`src/rtl/branch_predictor_pkg.sv`:
```
// ---------------------------------------------------------------------------
// bpred_pkg
// Shared types for the dynamic branch predictor.
//   ctr_t        : 2-bit saturating direction counter encoding
//   btb_entry_t  : one BTB slot {valid, tag, target}
//   sat_update() : saturating counter step toward the resolved outcome
// Default geometry is held here; the predictor's parameters default to these
// values so the entry struct and the datapath widths agree.
// ---------------------------------------------------------------------------
package bpred_pkg;

  localparam int BP_XLEN    = 32;
  localparam int BP_ENTRIES = 16;
  localparam int BP_TAG_W   = 8;

  typedef enum logic [1:0] {
    STRONG_NT = 2'd0,
    WEAK_NT   = 2'd1,
    WEAK_T    = 2'd2,
    STRONG_T  = 2'd3
  } ctr_t;

  typedef struct packed {
    logic                valid;
    logic [BP_TAG_W-1:0] tag;
    logic [BP_XLEN-1:0]  target;
  } btb_entry_t;

  // Move one step toward the observed direction; both ends hold.
  function automatic ctr_t sat_update(ctr_t c, logic taken);
    if (taken) begin
      return (c == STRONG_T) ? STRONG_T : ctr_t'(c + 2'd1);
    end
    return (c == STRONG_NT) ? STRONG_NT : ctr_t'(c - 2'd1);
  endfunction

endpackage

```
`src/rtl/branch_predictor_if.sv`:
```
// ---------------------------------------------------------------------------
// branch_predictor_if
// Bundles the fetch lookup, execute resolution, flush and statistics signals
// exchanged between the core (master) and the predictor (slave).
//   f_pc / f_pred_taken / f_pred_pc                 : fetch-stage lookup
//   e_valid, e_pc, e_taken, e_target,
//   e_pred_taken, e_pred_pc                          : resolved transfer
//   flush                                            : FENCE.I invalidate
//   mispredict / redirect_pc                         : redirect to the core
//   stat_branches / stat_mispredicts                 : performance counters
// ---------------------------------------------------------------------------
interface branch_predictor_if #(
  parameter int XLEN = 32
);
  logic [XLEN-1:0] f_pc;
  logic            f_pred_taken;
  logic [XLEN-1:0] f_pred_pc;
  logic            e_valid;
  logic [XLEN-1:0] e_pc;
  logic            e_taken;
  logic [XLEN-1:0] e_target;
  logic            e_pred_taken;
  logic [XLEN-1:0] e_pred_pc;
  logic            flush;
  logic            mispredict;
  logic [XLEN-1:0] redirect_pc;
  logic [31:0]     stat_branches;
  logic [31:0]     stat_mispredicts;

  modport master (
    output f_pc, e_valid, e_pc, e_taken, e_target, e_pred_taken, e_pred_pc, flush,
    input  f_pred_taken, f_pred_pc, mispredict, redirect_pc,
           stat_branches, stat_mispredicts
  );

  modport slave (
    input  f_pc, e_valid, e_pc, e_taken, e_target, e_pred_taken, e_pred_pc, flush,
    output f_pred_taken, f_pred_pc, mispredict, redirect_pc,
           stat_branches, stat_mispredicts
  );
endinterface

```
`src/rtl/branch_predictor_table.sv`:
```
// ---------------------------------------------------------------------------
// bpred_table
// BTB entry and direction-counter storage.
//   clock, reset_n : clock, asynchronous active-low reset
//   flush_i        : invalidate every entry, counters back to WEAK_NT
//   rd_idx_i       : combinational read port -> rd_entry_o, rd_ctr_o
//   wr_en_i, wr_idx_i, wr_tag_i, wr_taken_i, wr_target_i
//                  : training port; hit/allocate decision is made here
// Registers (not RAM) because reset must clear targets asynchronously.
// ---------------------------------------------------------------------------
module bpred_table
  import bpred_pkg::*;
#(
  parameter int ENTRIES = BP_ENTRIES,
  parameter int IDX_W   = $clog2(ENTRIES)
) (
  input  logic                clock,
  input  logic                reset_n,
  input  logic                flush_i,
  input  logic [IDX_W-1:0]    rd_idx_i,
  output btb_entry_t          rd_entry_o,
  output ctr_t                rd_ctr_o,
  input  logic                wr_en_i,
  input  logic [IDX_W-1:0]    wr_idx_i,
  input  logic [BP_TAG_W-1:0] wr_tag_i,
  input  logic                wr_taken_i,
  input  logic [BP_XLEN-1:0]  wr_target_i
);

  btb_entry_t entry_q [ENTRIES];
  btb_entry_t entry_d [ENTRIES];
  ctr_t       ctr_q   [ENTRIES];
  ctr_t       ctr_d   [ENTRIES];
  logic       wr_hit;

  // Read reflects registered state only: a same-cycle write is not bypassed.
  assign rd_entry_o = entry_q[rd_idx_i];
  assign rd_ctr_o   = ctr_q[rd_idx_i];

  assign wr_hit = entry_q[wr_idx_i].valid && (entry_q[wr_idx_i].tag == wr_tag_i);

  always_comb begin
    entry_d = entry_q;
    ctr_d   = ctr_q;
    if (flush_i) begin
      // Flush takes priority over any training in the same cycle.
      for (int i = 0; i < ENTRIES; i++) begin
        entry_d[i].valid = 1'b0;
        ctr_d[i]         = WEAK_NT;
      end
    end else if (wr_en_i) begin
      if (wr_hit) begin
        ctr_d[wr_idx_i] = sat_update(ctr_q[wr_idx_i], wr_taken_i);
        if (wr_taken_i) begin
          entry_d[wr_idx_i].target = wr_target_i;
        end
      end else if (wr_taken_i) begin
        // Allocation evicts whatever alias occupied the slot.
        entry_d[wr_idx_i] = '{valid: 1'b1, tag: wr_tag_i, target: wr_target_i};
        ctr_d[wr_idx_i]   = WEAK_T;
      end
    end
  end

  always_ff @(posedge clock or negedge reset_n) begin
    if (!reset_n) begin
      for (int i = 0; i < ENTRIES; i++) begin
        entry_q[i] <= '0;
        ctr_q[i]   <= WEAK_NT;
      end
    end else begin
      entry_q <= entry_d;
      ctr_q   <= ctr_d;
    end
  end

endmodule

```
`src/rtl/branch_predictor.sv`:
```
// ---------------------------------------------------------------------------
// branch_predictor
// Direct-mapped BTB with 2-bit counters for the RV32I fetch stage.
//   clock, reset_n : clock, asynchronous active-low reset
//   bp (slave)     : fetch lookup, execute resolution/training, flush,
//                    mispredict/redirect and statistics outputs
// Optional feature macro: BPRED_STATS_EN enables the two 32-bit wrapping
// statistics counters; when undefined both stat outputs are tied to zero.
// ---------------------------------------------------------------------------
module branch_predictor
  import bpred_pkg::*;
#(
  parameter int XLEN    = BP_XLEN,
  parameter int ENTRIES = BP_ENTRIES,
  parameter int TAG_W   = BP_TAG_W
) (
  input  logic               clock,
  input  logic               reset_n,
  branch_predictor_if.slave  bp
);

  localparam int IDX_W = $clog2(ENTRIES);

  logic [IDX_W-1:0] f_idx, e_idx;
  logic [TAG_W-1:0] f_tag, e_tag;
  btb_entry_t       rd_entry;
  ctr_t             rd_ctr;
  logic             f_hit, f_taken;
  logic [XLEN-1:0]  correct_pc;
  logic             mispredict;
  logic             unused_ok;

  assign f_idx = bp.f_pc[IDX_W+1:2];
  assign f_tag = bp.f_pc[IDX_W+2 +: TAG_W];
  assign e_idx = bp.e_pc[IDX_W+1:2];
  assign e_tag = bp.e_pc[IDX_W+2 +: TAG_W];

  bpred_table #(
    .ENTRIES (ENTRIES),
    .IDX_W   (IDX_W)
  ) u_table (
    .clock       (clock),
    .reset_n     (reset_n),
    .flush_i     (bp.flush),
    .rd_idx_i    (f_idx),
    .rd_entry_o  (rd_entry),
    .rd_ctr_o    (rd_ctr),
    .wr_en_i     (bp.e_valid),
    .wr_idx_i    (e_idx),
    .wr_tag_i    (e_tag),
    .wr_taken_i  (bp.e_taken),
    .wr_target_i (bp.e_target)
  );

  // Fetch lookup
  assign f_hit           = rd_entry.valid && (rd_entry.tag == f_tag);
  assign f_taken         = f_hit && rd_ctr[1];
  assign bp.f_pred_taken = f_taken;
  assign bp.f_pred_pc    = f_taken ? rd_entry.target : bp.f_pc + XLEN'(4);

  // Execute resolution: only the predicted PC matters, so a taken branch
  // whose target equals pc+4 never redirects.
  assign correct_pc     = bp.e_taken ? bp.e_target : bp.e_pc + XLEN'(4);
  assign mispredict     = bp.e_valid && (bp.e_pred_pc != correct_pc);
  assign bp.mispredict  = mispredict;
  assign bp.redirect_pc = bp.e_valid ? correct_pc : '0;

  // Direction hint travels with the instruction but the PC comparison alone
  // decides a redirect; low PC bits and bits above the tag are not indexed.
  assign unused_ok = ^{bp.e_pred_taken, bp.f_pc, bp.e_pc};

`ifdef BPRED_STATS_EN
  logic [31:0] stat_br_q, stat_br_d;
  logic [31:0] stat_mis_q, stat_mis_d;

  always_comb begin
    stat_br_d  = stat_br_q + (bp.e_valid ? 32'd1 : 32'd0);
    stat_mis_d = stat_mis_q + (mispredict ? 32'd1 : 32'd0);
  end

  always_ff @(posedge clock or negedge reset_n) begin
    if (!reset_n) begin
      stat_br_q  <= '0;
      stat_mis_q <= '0;
    end else begin
      stat_br_q  <= stat_br_d;
      stat_mis_q <= stat_mis_d;
    end
  end

  assign bp.stat_branches    = stat_br_q;
  assign bp.stat_mispredicts = stat_mis_q;
`else
  assign bp.stat_branches    = '0;
  assign bp.stat_mispredicts = '0;
`endif

endmodule
```
`src/flat_wrapper.sv`:
```
// flat-port wrapper written by rule: the top's interface ports become plain ports
module branch_predictor_flat import bpred_pkg::*;
#(
  parameter int XLEN    = BP_XLEN,
  parameter int ENTRIES = BP_ENTRIES,
  parameter int TAG_W   = BP_TAG_W
)
  (clock, reset_n, bp_f_pc, bp_e_valid, bp_e_pc, bp_e_taken, bp_e_target, bp_e_pred_taken, bp_e_pred_pc, bp_flush, bp_f_pred_taken, bp_f_pred_pc, bp_mispredict, bp_redirect_pc, bp_stat_branches, bp_stat_mispredicts);
  branch_predictor_if #(.XLEN(XLEN)) bp_i ();
  input  logic clock;
  input  logic reset_n;
  input wire logic [$bits(bp_i.f_pc)-1:0] bp_f_pc;
  input wire logic [$bits(bp_i.e_valid)-1:0] bp_e_valid;
  input wire logic [$bits(bp_i.e_pc)-1:0] bp_e_pc;
  input wire logic [$bits(bp_i.e_taken)-1:0] bp_e_taken;
  input wire logic [$bits(bp_i.e_target)-1:0] bp_e_target;
  input wire logic [$bits(bp_i.e_pred_taken)-1:0] bp_e_pred_taken;
  input wire logic [$bits(bp_i.e_pred_pc)-1:0] bp_e_pred_pc;
  input wire logic [$bits(bp_i.flush)-1:0] bp_flush;
  output wire logic [$bits(bp_i.f_pred_taken)-1:0] bp_f_pred_taken;
  output wire logic [$bits(bp_i.f_pred_pc)-1:0] bp_f_pred_pc;
  output wire logic [$bits(bp_i.mispredict)-1:0] bp_mispredict;
  output wire logic [$bits(bp_i.redirect_pc)-1:0] bp_redirect_pc;
  output wire logic [$bits(bp_i.stat_branches)-1:0] bp_stat_branches;
  output wire logic [$bits(bp_i.stat_mispredicts)-1:0] bp_stat_mispredicts;
  assign bp_i.f_pc = bp_f_pc;
  assign bp_i.e_valid = bp_e_valid;
  assign bp_i.e_pc = bp_e_pc;
  assign bp_i.e_taken = bp_e_taken;
  assign bp_i.e_target = bp_e_target;
  assign bp_i.e_pred_taken = bp_e_pred_taken;
  assign bp_i.e_pred_pc = bp_e_pred_pc;
  assign bp_i.flush = bp_flush;
  assign bp_f_pred_taken = bp_i.f_pred_taken;
  assign bp_f_pred_pc = bp_i.f_pred_pc;
  assign bp_mispredict = bp_i.mispredict;
  assign bp_redirect_pc = bp_i.redirect_pc;
  assign bp_stat_branches = bp_i.stat_branches;
  assign bp_stat_mispredicts = bp_i.stat_mispredicts;
  branch_predictor #(.XLEN(XLEN), .ENTRIES(ENTRIES), .TAG_W(TAG_W)) u_core (.clock(clock), .reset_n(reset_n), .bp(bp_i));
endmodule
```
`config.mk`:
```
export PLATFORM = sky130hd
export DESIGN_NAME = branch_predictor_flat
export DESIGN_NICKNAME = d
export VERILOG_FILES = /design/src/rtl/branch_predictor_pkg.sv /design/src/rtl/branch_predictor_if.sv /design/src/rtl/branch_predictor_table.sv /design/src/rtl/branch_predictor.sv /design/src/flat_wrapper.sv
export SDC_FILE = /design/constraint.sdc
export NUM_CORES = 1
export LEC_CHECK = 0
export BUFFER_PORTS_ARGS = -buffer_cell sky130_fd_sc_hd__buf_2
export CAP_MARGIN = 0
export CORE_AREA = 3 3 278 280
export DETAILED_ROUTE_END_ITERATION = 12
export DIE_AREA = 0 0 281 283
export GPL_ROUTABILITY_DRIVEN = 0
export HOLD_SLACK_MARGIN = 0.1
export MAX_ROUTING_LAYER = met4
export PLACE_DENSITY = 0.66
export SKIP_CTS_REPAIR_TIMING = 1
export SLEW_MARGIN = 30
export SYNTH_ARGS = -nofsm -noshare
export SYNTH_HDL_FRONTEND = slang
export SYNTH_SLANG_ARGS = --single-unit
```
`constraint.sdc`:
```
create_clock -name clock -period 5.8 [get_ports clock]
set_input_delay 1.16 -clock clock [delete_from_list [all_inputs] [get_ports clock]]
set_output_delay 1.16 -clock clock [all_outputs]
set_load 0.05 [all_outputs]
```
==> key figures, run 1 <==
Clock tree
  – Clk pin slew, worst setup/hold paths: 0.06 ns
  – Clock Tree Buf Depth: 3
  – TritonCTS buffer count: 75
  – Clock root cell: clkbuf_16
  – CTS tree: yes
  – Clk_lat worst skew: 0.62 ns
  – Depth of the CTS H-tree: 3
  – Sink Count: 688

Floorplanning
  – Die footprint: 79520 sq um
  – Boundary pin count: 264
  – Initial Util: 48.92%
  – Die width: 281 microns
  – Die span in y: 283 microns
  – Core area: 74700 sq um
  – Number of cell rows: 100

Critical path
  – Worst Setup End Kind: primary output
  – Crit Path Class: in -> out
  – Worst setup SP type: primary input
  – Worst path slowest cell: xor2_1
  – CP max FO: 23
  – Worst EP arrival: 4.50 ns
  – Crit-path cells: buf_2 > and4_1 > nand4_1 > xor2_1 > xor2_1 > nand4_1 > o22ai_1 > o221ai_1 > o41a_1 > buf_2
  – CP max stage delay: 0.60 ns
  – CP required: 4.64 ns

STA
  – Period minus WS final: 5.655 ns
  – Final WS setup: 0.1448 ns
  – Crit share post-route: 97.50%
  – Final TNS setup: 0 ns
  – Worst hold slack: 0.5005 ns
  – Final hold viol count: 0
  – Slew headroom: 38.57%
  – Worst-margin pin slew: 0.9182 ns
  – Final slew viol count: 0
  – RSZ-0062 raised after global routing: no
  – Final Setup Violations: 0
  – Fmax: 176.8 MHz
  – Fin Clk Skew: 0.01196 ns

Global route
  – Initial antenna violation count: 11
  – Largest net degree at the start of global routing: 155
  – Number of global-route vias before repair: 25250
  – Global-route wire length before repair: 163200 microns
  – All-layer global routing usage: 28.29%
  – GR Overflow Total: 0

Place
  – Port Buffers: 198
  – DP HPWL: 71900 microns
  – Worst slack at placement: 0.2771 ns
  – DP Area: 38390 sq um

Detailed routing
  – Number of remaining DRC errors: 0
  – Post-route ant nets: 0
  – WL final: 108600 microns
  – First-pass DRT Iterations: 6
  – Via Count: 23830
  – Average wire per standard cell: 28.71 microns
  – Vias per cell: 6.302
  – 1st-iter DRT viols: 2087

Synthesis
  – Synth unique cells: 76
  – Sequential share of the synthesized area: 47.17%
  – Most used DFF post-synth: dfrtp_1
  – Syn Area/Cell: 13.94 sq um
  – Cell count after synthesis: 2621
  – Ys Warns: 0
  – Synth area leaders: dfrtp_1 (46%), mux2_2 (20%), mux4_2 (14%)
  – Post-synth EDFFs: 0
  – Cell area after synthesis: 36540 sq um
  – Most frequent cell after synthesis: dfrtp_1
  – Fraction of registers with async set/reset: 100.0%
  – Synth area leader: dfrtp_1
  – Yosys top cell area share: 46.02%
  – Synth Register Bits: 688
  – Synth cell count leaders: dfrtp_1 (672), mux2_2 (653), mux4_2 (233), clkbuf_1 (149), nand2_1 (86)

Pwr
  – Total Power: 0.01256 W
  – Maximum vdd drop: 0.0001993 V
  – PwrDens: 307.6 nW/um^2
  – Static Leakage: 18.45 nW

Final layout
  – Layout net count: 2889
  – Post-Layout Inst Area: 40840 sq um
  – Share of layout cells above drive strength 1: 49.86%
  – P&R area growth vs syn: 11.75%

Run status
  – Status: completed

Flow run
  – Maxcap violations: 0

Hold path
  – Hold Path Class: reg -> reg
-- worst max-delay path, delay by kind of cell --
family	cells	cell delay, ns
compound gates	3	1.08
simple gates	3	0.83
xor+xnor	2	0.80
buf+inv	2	0.62
-- flip-flops by register name, summed over array words and instances, names as in the netlist --
name,cells
u_core.u_table.ctr_q,32
u_core.u_table.entry_q,656
-- cell type report --
cell class	instances	area, sq um
multi-input cells	1660	17960
inverters	34	127.6
diodes	9	22.52
repair buffers	291	1849
clock buffers	108	2171
fillers	6029	33860
well taps	969	1212
flip-flops and latches	688	17240
clock inverters	23	252.7
-- where the power goes --
group | total (W) | switching (W) | internal [W]
sequential | 0.00572 | 0.000322 | 0.00540
clock | 0.00472 | 0.00201 | 0.00271
combinational | 0.00212 | 0.00106 | 0.00106
-- placed cells by master (no fill, tap or decap), types with 10 or more instances in the layout --
cell       instances
dfrtp_1          672
xnor2_1           79
a21oi_1           19
a221o_1           15
and2_1            17
clkbuf_1          16
buf_2            193
xor2_1            46
conb_1            64
nand2_1           81
nor2_4            12
a221oi_1          13
inv_1             32
and3_1            26
clkinv_2          11
nor4_1            14
clkbuf_8          17
nor2_1            55
o211ai_1          24
mux2_4            29
nand2_2           17
buf_12            10
o21ai_0           49
a211oi_1          10
nand4_1           22
mux2_2           653
buf_4             84
mux2i_1           31
clkbuf_16         75
mux4_2           233
a31o_2            10
dfstp_2           16
nand3_1           35
-- per-stage QoR --
step / util (%) / instances
3_5_place_dp: 51.39 / 3642
4_1_cts: 54.63 / 3773
2_1_floorplan: - / 2684
3_3_place_gp: 51.39 / 3642
5_1_grt: 54.67 / 3781
6_report: 54.67 / 3782
-- per-layer routing --
layer / vias up / share of wire [%] / track usage [%] / wire, microns
met1: 12710 / 39 / 36.10 / 42880
li1: 9904 / - / - / -
met4: 0 / 4.6 / 11.76 / 4979
met3: 256 / 8.0 / 6.266 / 8731
met5: - / 0 / - / 0
met2: 962 / 48 / 43.91 / 51980
-- worst paths after layout --
| path | slack [ns] | startpoint | cells after the start | endpoint |
|---|---|---|---|---|
| max | 0.14 | bp_e_pc[6] | 10 | bp_mispredict |
| min | 0.50 | u_core.u_table.entry_q[211]$_DFFE_PN0P_ | 1 | u_core.u_table.entry_q[211]$_DFFE_PN0P_ |
| max reg2reg | 2.31 | u_core.u_table.entry_q[241]$_DFFE_PN0P_ | 9 | u_core.u_table.ctr_q[29]$_DFFE_PN0P_ |
| min reg2reg | 0.50 | u_core.u_table.entry_q[211]$_DFFE_PN0P_ | 1 | u_core.u_table.entry_q[211]$_DFFE_PN0P_ |
| max in group asynchronous | 3.89 | reset_n | 2 | u_core.u_table.entry_q[275]$_DFFE_PN0P_ |
| min in group asynchronous | 0.56 | reset_n | 1 | u_core.u_table.entry_q[548]$_DFFE_PN0P_ |
-- cell families (layout without fill, tap and decap cells) --
group	after synthesis	in the layout	share of synthesized area, %
simple gates	322	322	4.554
xor+xnor	125	125	2.996
compound gates	197	197	3.900
other cells	1	73	0.01026
fa+ha+maj	6	6	0.2020
flops	688	688	47.17
buf+inv	336	456	4.646
mux	946	946	36.52
Note: power is estimated with default switching activity, not from simulation.
==> inputs of run 2 (changes only) <==
- HOLD_SLACK_MARGIN: 0.1 -> 0.15
- PLACE_DENSITY: 0.66 -> 0.67
- SYNTH_HIERARCHICAL: not set -> 1
==> key figures, run 2 <==
Run status
  – Status: completed

Synthesis
  – Cell count after synthesis: 2638 (+0.65%)
  – Syn Area/Cell: 13.86 sq um (-0.57%)
  – Cell area after synthesis: 36570 sq um (about the same)
  – Ys Warns: 6 (+6)

Critical path
  – CP max FO: 8 (-65%)
  – Worst Setup End Kind: primary output
  – Crit Path Class: in -> out
  – CP required: 4.64 ns (about the same)
  – Worst setup SP type: primary input
  – Worst R2R Path Depth: 8 (-1)
  – Reg2reg start: u_core/u_table/entry_q[38]$_DFFE_PN0P_
  – Worst EP arrival: 4.40 ns (-0.10 ns)
  – Setup slack, reg-to-reg: 2.23 ns (-0.08 ns)
  – R2R Path End: u_core/u_table/entry_q[202]$_DFFE_PN0P_

Floorplanning
  – Number of cell rows: 100 (unchanged)
  – Initial Util: 48.96% (about the same)
  – Die span in y: 283 microns (unchanged)
  – Die width: 281 microns (unchanged)
  – Core area: 74700 sq um (unchanged)
  – Die footprint: 79520 sq um (unchanged)
  – Boundary pin count: 264 (unchanged)

Clock tree
  – Clk pin slew, worst setup/hold paths: 0.06 ns (about the same)
  – Clk_lat worst skew: 0.62 ns (about the same)
  – Clock root cell: clkbuf_16
  – Depth of the CTS H-tree: 3 (unchanged)
  – TritonCTS buffer count: 75 (unchanged)
  – Sink Count: 688 (unchanged)
  – CTS tree: yes
  – Clock Tree Buf Depth: 3 (unchanged)

Detailed routing
  – WL final: 108300 microns (-0.24%)
  – 1st-iter DRT viols: 1923 (-7.9%)
  – Vias per cell: 6.269 (-0.53%)
  – Average wire per standard cell: 28.32 microns (-1.3%)
  – First-pass DRT Iterations: 5 (-1)
  – Via Count: 23970 (+0.58%)
  – Post-route ant nets: 0 (unchanged)
  – Number of remaining DRC errors: 0 (unchanged)

Hold path
  – Hold Path Sink: u_core/u_table/ctr_q[6]$_DFFE_PN1P_
  – Worst hold path depth: 2 (+1)
  – HP Start: u_core/u_table/ctr_q[6]$_DFFE_PN1P_
  – Hold Path Class: reg -> reg

Final layout
  – Max reg flops: 656 (unchanged)
  – P&R area growth vs syn: 12.52%
  – Biggest regs: u_core/u_table/entry_q (656), u_core/u_table/ctr_q (32)
  – Layout net count: 2928 (+1.3%)
  – Commonest non-fill, non-tap cells in the layout: dfrtp_1 (672), mux2_2 (615), mux4_2 (249)
  – Commonest non-fill, non-tap cell in the layout: dfrtp_1
  – Most flop-heavy register: u_core/u_table/entry_q
  – Share of layout cells above drive strength 1: 48.98% (-0.88 points)
  – Cell Count, Final, Fillers Out: 3824 (+1.1%)

STA
  – Worst-margin pin slew: 0.9686 ns (+0.05036 ns)
  – Final slew viol count: 0 (unchanged)
  – Final hold viol count: 0 (unchanged)
  – Slew headroom: 35.43% (-3.1 points)
  – Crit share post-route: 95.88% (-1.6 points)
  – Final Setup Violations: 0 (unchanged)
  – Fin Clk Skew: 0.02116 ns (+0.009191 ns)
  – Final TNS setup: 0 ns (unchanged)
  – Period minus WS final: 5.561 ns (-0.09405 ns)
  – Final WS setup: 0.2388 ns (+0.09405 ns)
  – RSZ-0062 raised after global routing: no
  – Fmax: 179.8 MHz (+1.7%)

Global route
  – Global-route wire length before repair: 162800 microns (-0.28%)
  – Initial antenna violation count: 10 (-1)
  – Number of global-route vias before repair: 25430 (+0.69%)
  – GR Overflow Total: 0 (unchanged)
  – Largest net degree at the start of global routing: 138 (-11%)
  – All-layer global routing usage: 28.10% (-0.19 points)

Place
  – DP HPWL: 69700 microns (-3.1%)
  – Worst slack at placement: 0.2152 ns (-0.06186 ns)
  – Port Buffers: 198 (unchanged)
  – Placed cell count: 3683 (+1.1%)

Flow run
  – Maxcap violations: 0 (unchanged)

Pwr
  – Total Power: 0.01254 W (-0.14%)
  – Static Leakage: 18.70 nW (+1.4%)
  – PwrDens: 304.9 nW/um^2 (-0.89%)
  – Maximum vdd drop: 0.0002211 V (+11%)
## run 2: critical path, stage by stage
cell and delay, ns:
buf_2 0.20, nand4_4 0.25, or4_1 0.78, nor3_4 0.29, mux2_2 0.38, a2111oi_2 0.22
a41oi_1 0.17, o41ai_1 0.47, buf_4 0.19, nand2_1 0.06, buf_2 0.23
## run 2: final cells by class
| cell class | count | area (sq um) |
|---|---|---|
| Fill cell | 6019 | 33550 |
| Clock inverter | 23 | 221.5 |
| Clock buffer | 110 | 2200 |
| Multi-Input combinational cell | 1695 | 18240 |
| Inverter | 45 | 168.9 |
| Tap cell | 969 | 1212 |
| Sequential cell | 688 | 17240 |
| Antenna cell | 7 | 17.52 |
| Timing Repair Buffer | 287 | 1856 |
## run 2: how the worst max path moves through the flow
stage                      startpoint          endpoint  slack, ns  cells after the start
after floorplan            bp_f_pc[2]   bp_f_pred_pc[4]       0.02                     12
after global placement     bp_f_pc[2]  bp_f_pred_pc[24]       0.25                     12
after detailed placement   bp_f_pc[2]  bp_f_pred_pc[31]       0.22                     12
after CTS                  bp_f_pc[2]  bp_f_pred_pc[31]       0.20                     12
after global routing       bp_f_pc[2]  bp_f_pred_pc[17]       0.09                     12
final                     bp_e_pc[13]     bp_mispredict       0.24                     11
## run 2: per-layer routing
metal	routed length (microns)	share of wire, %	global-route usage [%]	vias up
met1	42990	40	35.60	12720
met5	0	0	-	-
met3	7764	7.2	4.809	257
met2	53040	49	45.20	996
li1	-	-	-	9994
met4	4505	4.2	11.19	0
## run 2: per-stage QoR
stage	instance area, sq um	hold slack (ns)	util, %
3_3_place_gp	38700	0.4703	51.81
6_report	41150	0.4848	55.09
3_5_place_dp	38700	0.4758	51.81
4_1_cts	41120	0.4869	55.05
2_1_floorplan	37000	0.4582	-
5_1_grt	41140	0.5033	55.08
## run 2: power breakdown
group	switching, W	total, W	internal, W
clock network	0.00198	0.00471	0.00273
registers	0.000329	0.00573	0.00540
logic	0.00104	0.00211	0.00107
